<file path="src/rtl/filter_bist.sv">
// filter_bist: built-in self-test sequencer for the IIR filter datapath.
//
// Holds a stimulus memory and a reference memory, both loaded through a simple
// write port while idle. A run plays stim[0..DEPTH-1] followed by LATENCY zero
// samples into the filter. In every run cycle it compares the filter output
// against the reference, delayed by LATENCY. It reports pass/fail, a saturating
// mismatch count and the index of the first mismatch.
//
// Optional feature macro: FILTER_BIST_FLUSH_EN
//   When defined, an accepted start first drives FLUSH_LEN zero samples, with
//   no comparison, to clear the filter's internal state. The run follows.
//
// Ports:
//   clk, reset          clock (rising edge), asynchronous active-high reset
//   load_en/load_sel    memory write strobe / select (0 stimulus, 1 reference)
//   load_addr/load_data write address (>= DEPTH ignored) and data
//   start               single-cycle run request (ignored while busy)
//   dut_in              registered sample driven to the filter
//   dut_out             filter output under test
//   busy, done          run in progress / one-cycle end-of-run pulse
//   pass                result of the last completed run
//   err_count           saturating mismatch count
//   first_err_idx       compare index of the first mismatch (all-ones = none)

module filter_bist #(
    parameter int DATA_W    = 11,
    parameter int DEPTH     = 128,
    parameter int LATENCY   = 6,
    parameter int ERR_W     = 16,
    parameter int FLUSH_LEN = 25,
    parameter int AW        = $clog2(DEPTH + LATENCY)
) (
    input  logic              clk,
    input  logic              reset,
    input  logic              load_en,
    input  logic              load_sel,
    input  logic [AW-1:0]     load_addr,
    input  logic [DATA_W-1:0] load_data,
    input  logic              start,
    output logic [DATA_W-1:0] dut_in,
    input  logic [DATA_W-1:0] dut_out,
    output logic              busy,
    output logic              done,
    output logic              pass,
    output logic [ERR_W-1:0]  err_count,
    output logic [AW-1:0]     first_err_idx
);

    localparam int              MW      = $clog2(DEPTH);
    localparam logic [AW:0]     DEPTH_X = (AW+1)'(DEPTH);
    localparam logic [AW-1:0]   LAT_A   = AW'(LATENCY);
    localparam logic [MW-1:0]   LAT_M   = MW'(LATENCY);
    localparam logic [AW-1:0]   LAST_J  = AW'(DEPTH + LATENCY - 1);

    if (DEPTH < 2 || LATENCY < 0 || LATENCY >= DEPTH || FLUSH_LEN < 1) begin : g_param_check
        $error("filter_bist: illegal parameter combination");
    end

`ifdef FILTER_BIST_FLUSH_EN
    typedef enum logic [1:0] {S_IDLE = 2'd0, S_FLUSH = 2'd1, S_RUN = 2'd2, S_DONE = 2'd3} state_t;
    localparam int FW = (FLUSH_LEN > 1) ? $clog2(FLUSH_LEN) : 1;
    logic [FW-1:0] flush_cnt_q, flush_cnt_d;
`else
    typedef enum logic [1:0] {S_IDLE = 2'd0, S_RUN = 2'd2, S_DONE = 2'd3} state_t;
`endif

    state_t            state_q, state_d;
    logic [AW-1:0]     j_q, j_d;
    logic [DATA_W-1:0] dut_in_q, dut_in_d;
    logic [DATA_W-1:0] exp_q, exp_d;
    logic              busy_q, busy_d;
    logic              done_q, done_d;
    logic              pass_q, pass_d;
    logic [ERR_W-1:0]  err_q, err_d;
    logic [AW-1:0]     first_q, first_d;

    logic [DATA_W-1:0] stim_mem [DEPTH];
    logic [DATA_W-1:0] ref_mem  [DEPTH];

    // Memories are written only while idle and are never reset, so a
    // mid-run reset leaves the loaded vectors intact.
    logic wr_ok;
    assign wr_ok = (state_q == S_IDLE) && load_en && ({1'b0, load_addr} < DEPTH_X);

    always_ff @(posedge clk) begin
        if (wr_ok && !load_sel) stim_mem[load_addr[MW-1:0]] <= load_data;
        if (wr_ok &&  load_sel) ref_mem[load_addr[MW-1:0]]  <= load_data;
    end

    // Sample and expected value for the index that becomes current at the
    // next edge: index 0 from IDLE/FLUSH, j_q+1 from RUN. The expected value
    // is registered next to dut_in so both describe the same index.
    logic [AW-1:0]     rd_j;
    logic [MW-1:0]     ref_i;
    logic [DATA_W-1:0] stim_rd, exp_rd;

    always_comb begin
        rd_j    = (state_q == S_RUN) ? j_q + AW'(1) : '0;
        ref_i   = rd_j[MW-1:0] - LAT_M;
        stim_rd = '0;
        exp_rd  = '0;
        if ({1'b0, rd_j} < DEPTH_X) stim_rd = stim_mem[rd_j[MW-1:0]];
        if (rd_j >= LAT_A)          exp_rd  = ref_mem[ref_i];
    end

    always_comb begin
        state_d  = state_q;
        j_d      = j_q;
        dut_in_d = dut_in_q;
        exp_d    = exp_q;
        busy_d   = busy_q;
        done_d   = 1'b0;
        pass_d   = pass_q;
        err_d    = err_q;
        first_d  = first_q;
`ifdef FILTER_BIST_FLUSH_EN
        flush_cnt_d = flush_cnt_q;
`endif
        case (state_q)
            S_IDLE: begin
                dut_in_d = '0;
                if (start) begin
                    busy_d  = 1'b1;
                    pass_d  = 1'b0;
                    err_d   = '0;
                    first_d = '1;
                    j_d     = '0;
`ifdef FILTER_BIST_FLUSH_EN
                    state_d     = S_FLUSH;
                    flush_cnt_d = FW'(FLUSH_LEN - 1);
`else
                    state_d  = S_RUN;
                    dut_in_d = stim_rd;
                    exp_d    = exp_rd;
`endif
                end
            end
`ifdef FILTER_BIST_FLUSH_EN
            S_FLUSH: begin
                dut_in_d = '0;
                if (flush_cnt_q == '0) begin
                    state_d  = S_RUN;
                    dut_in_d = stim_rd;
                    exp_d    = exp_rd;
                end else begin
                    flush_cnt_d = flush_cnt_q - FW'(1);
                end
            end
`endif
            S_RUN: begin
                if (dut_out != exp_q) begin
                    if (err_q != '1) err_d = err_q + ERR_W'(1);
                    if (first_q == '1) first_d = j_q;
                end
                if (j_q == LAST_J) begin
                    state_d  = S_DONE;
                    busy_d   = 1'b0;
                    done_d   = 1'b1;
                    dut_in_d = '0;
                    // err_d already includes the final compare
                    pass_d   = (err_d == '0);
                end else begin
                    j_d      = j_q + AW'(1);
                    dut_in_d = stim_rd;
                    exp_d    = exp_rd;
                end
            end
            S_DONE: begin
                state_d  = S_IDLE;
                dut_in_d = '0;
            end
            default: begin
                state_d  = S_IDLE;
                busy_d   = 1'b0;
                dut_in_d = '0;
            end
        endcase
    end

    always_ff @(posedge clk or posedge reset) begin
        if (reset) begin
            state_q  <= S_IDLE;
            j_q      <= '0;
            dut_in_q <= '0;
            exp_q    <= '0;
            busy_q   <= 1'b0;
            done_q   <= 1'b0;
            pass_q   <= 1'b0;
            err_q    <= '0;
            first_q  <= '1;
`ifdef FILTER_BIST_FLUSH_EN
            flush_cnt_q <= '0;
`endif
        end else begin
            state_q  <= state_d;
            j_q      <= j_d;
            dut_in_q <= dut_in_d;
            exp_q    <= exp_d;
            busy_q   <= busy_d;
            done_q   <= done_d;
            pass_q   <= pass_d;
            err_q    <= err_d;
            first_q  <= first_d;
`ifdef FILTER_BIST_FLUSH_EN
            flush_cnt_q <= flush_cnt_d;
`endif
        end
    end

    assign dut_in        = dut_in_q;
    assign busy          = busy_q;
    assign done          = done_q;
    assign pass          = pass_q;
    assign err_count     = err_q;
    assign first_err_idx = first_q;

endmodule

</file>
<file path="config.mk">
export PLATFORM = sky130hd
export DESIGN_NAME = filter_bist
export DESIGN_NICKNAME = d
export VERILOG_FILES = /design/src/rtl/filter_bist.sv
export SDC_FILE = /design/constraint.sdc
export NUM_CORES = 2
export LEC_CHECK = 0
export BUFFER_PORTS_ARGS = -buffer_cell sky130_fd_sc_hd__buf_2
export CAP_MARGIN = 0
export CORE_AREA = 2 2 477 479
export DETAILED_ROUTE_END_ITERATION = 12
export DIE_AREA = 0 0 479 481
export PLACE_DENSITY = 0.65
export REMOVE_ABC_BUFFERS = 1
export SETUP_SLACK_MARGIN = 0.1
export SLEW_MARGIN = 20
export SYNTH_ARGS = -nofsm -noshare
export SYNTH_HDL_FRONTEND = slang
export SYNTH_SLANG_ARGS = --single-unit
</file>
<file path="constraint.sdc">
create_clock -name clk -period 5.42 [get_ports clk]
set_input_delay 1.084 -clock clk [delete_from_list [all_inputs] [get_ports clk]]
set_output_delay 1.084 -clock clk [all_outputs]
set_load 0.05 [all_outputs]
</file>
==> impl_metrics.tcl <==
set metrics [dict create \
    status "completed" \
    drt_first_pass_iters 6 \
    die_w_um 479 \
    core_area_sq_um 226000 \
    p_int_mw 49.9 \
    post_cts_buffers 0 \
    endpoint_kind "register" \
    setup_tns_ns 0 \
    grt_max_degree 148 \
    worst-slew-pin-transition_ns 1.14 \
    swShare 0.407 \
    critPathLaunch "j_q[0]$_DFFE_PP0P_" \
    core.rowCount 175 \
    grt_pass1_wl_um 447000 \
    use_met2 0.430 \
    synth_edf_count 2816 \
    dp_hpwl_um 184000 \
    htree_levels 5 \
    rsz0062_at_grt "no" \
    max_freq_mhz 207 \
    synthArstFlopShare 0.0205 \
    cts_buffers 304 \
    grt-ovfl-total 0 \
    finalClockSkew_ns 0.0584 \
    ant_nets 0 \
    crit_fanout 26 \
    synthCells 6172 \
    grt_pass1_vias 62329 \
    die_h_um 481 \
    critPathKind "register to register" \
    cts_root_buf "clkbuf_16" \
    die-area_sq_um 230000 \
    port-buffer-count 72 \
    arrival_ns 5.65 \
    place_congestion 0.867 \
    r2r_start "j_q[0]$_DFFE_PP0P_" \
    p_per_area_nw_per_um2 658 \
    nFillCells 16861 \
    synth_top_area_frac 0.753 \
    final_cell_count_no_fill 9784 \
    dpl_cell_area_sq_um 118000 \
    ys_ff_latch 2875 \
    design_area_sq_um 128000 \
    yosysTopAreaCell "edfxtp_1" \
    power_mw 84.2 \
    syn_area_per_cell_sq_um 18.2 \
    insertion_delay_ns 0.95 \
    cts-resized-gates 0 \
    cp-endpoint "exp_q[7]$_DFFE_PP0P_" \
    yosys.cell_types.count 91 \
    holdCritPathClass "primary input to asynchronous set/reset pin" \
    dp_cells 9254 \
    routed_wl_um 311000 \
    r2r_cells 12 \
    yosys_warnings 0 \
    clock-sinks 2875 \
    clock_power_share 0.241 \
    seq_area_frac_synth 0.766 \
    synth_most_common_cell "edfxtp_1" \
    drive_gt1_frac 0.207 \
    synth_area_leaders "edfxtp_1 75%, mux4_2 7.9%, a221oi_1 3.2%, nand2_1 1.3%, nor2_1 1.2%" \
    grt_usage 0.267 \
    synth_ff_type "edfxtp_1" \
    maxCapViolations 0 \
    slew_headroom 0.237 \
    cp-start-kind "register" \
    antenna_found_initial 17 \
    drcViolationCount 0 \
    grt_busiest_layer "met2" \
    clk_path_buf_depth 4 \
    syn2layout_area_growth_pct 13.9 \
    fin_crit_ns 4.83 \
    start_util 0.497 \
    holdWs_ns 0.245 \
    worst_slack_ns 0.594 \
    grt_use_met1 0.370 \
    crit_required_ns 6.25 \
    avgRoutedWirePerCell_um 31.8 \
    combPwrFrac 0.463 \
    hold_viol 0 \
    ir_drop_mv 1.16 \
    finalCritPeriodShare 0.890 \
    leakage_nw 40.6 \
    fin_nets 6591 \
    rr_endpoint "exp_q[7]$_DFFE_PP0P_" \
    via_count 63840 \
    regToRegSetupSlack_ns 0.59 \
    p_seq_frac 0.297 \
    viasPerCell 6.52 \
    io_pins 73 \
    cts_tree "done" \
    setup_viol 0 \
    hold_buffers 0 \
    grt_util_met3 0.0430 \
    path_clk_slew_ns 0.06 \
    switchingPower_mw 34.3 \
    syn_area_sq_um 112000 \
    dp_slack_ns 0.670 \
    slew_violations 0 \
    synth_commonest_cells "2816 x edfxtp_1, 410 x a221oi_1, 395 x mux4_2" \
    fin_util 0.567 \
    drtIter0Drc 8652 \
]
[power by group through the flow]
stage / sequential (mW) / combinational, mW / clock (mW)
floorplan: 25.7 / 16.3 / 0
global placement: 25.4 / 38.4 / 0
detailed placement: 25.4 / 38.6 / 0
CTS: 25.0 / 38.7 / 20.5
global route: 25.0 / 40.6 / 21.4
finish: 25.0 / 39.0 / 20.3
[area by class of cell]
class | instances | area [sq um] | share of cell area
Clock buffer | 384 | 8090 | 0.0633
Tap cell | 3009 | 3760 | 0.0294
Antenna cell | 7 | 17.5 | 0.000137
Timing Repair Buffer | 526 | 4270 | 0.0334
Multi-Input combinational cell | 2830 | 24200 | 0.189
Inverter | 15 | 78.8 | 0.000616
Sequential cell | 2875 | 86100 | 0.673
Clock inverter | 138 | 1460 | 0.0114
[routing by layer]
| layer | vias up | part of all wire |
|---|---|---|
| li1 | 26309 | - |
| met1 | 33296 | 0.39 |
| met2 | 3582 | 0.49 |
| met3 | 643 | 0.088 |
| met4 | 10 | 0.041 |
| met5 | - | 0.00020 |
[critical path: stages, from the launching register on]
cell and delay (ns):
dfrtp_4 0.56, ha_1 0.54, or3b_4 0.51, inv_6 0.09, ha_4 0.33, clkinv_2 0.56
nor2_2 0.35, buf_4 0.28, o21ai_0 0.11, and3_1 0.20, o21ai_0 0.38, o21ai_0 0.35
a2111o_1 0.42
[cells in the final DEF, fill, tap and decap left out, types with 16 or more instances in the layout]
cell type,instances
edfxtp_1,2816
buf_4,423
a221oi_1,410
mux4_2,395
nand2_1,372
nor2_1,361
clkbuf_16,309
o21ai_0,186
a21oi_1,148
mux2i_1,128
nand3_1,111
nor3_1,83
a31oi_1,72
clkbuf_1,67
a32oi_1,62
buf_2,61
clkinv_1,53
dfrtp_1,50
a211oi_1,47
clkinv_2,38
o21ai_1,37
o22ai_1,34
o211ai_1,31
bufinv_16,31
buf_12,30
nand4_1,29
a22oi_1,24
and3_1,21
a311oi_1,20
and2_1,19
or3_1,16
[sequential cells by signal (all words and copies together) (netlist names)]
name           flops
state_q            2
dut_in            11
j_q                8
stim_mem        1408
exp_q             11
ref_mem         1408
done               1
busy               1
first_err_idx      8
pass               1
err_count         16
[worst min path at each step]
stage	start	to	cells past startpoint
4_1_cts	reset	dut_in[8]$_DFF_PP0_	2
3_5_place_dp	first_err_idx[3]$_DFFE_PP1P_	first_err_idx[3]$_DFFE_PP1P_	2
6_report	reset	dut_in[5]$_DFF_PP0_	2
5_1_grt	reset	dut_in[8]$_DFF_PP0_	2
2_1_floorplan	exp_q[1]$_DFFE_PP0P_	exp_q[1]$_DFFE_PP0P_	2
3_3_place_gp	first_err_idx[2]$_DFFE_PP1P_	first_err_idx[2]$_DFFE_PP1P_	2
[logic make-up after synthesis]
logic type      count (synthesis)  share of synthesized area
xor+xnor                       25                    0.00252
fa+ha+maj                       4                   0.000446
flops                        2875                      0.766
simple gates                 1086                     0.0424
mux                           534                     0.0919
buf+inv                       467                     0.0199
compound gates               1181                     0.0765
Note: power is estimated with default switching activity, not from simulation.
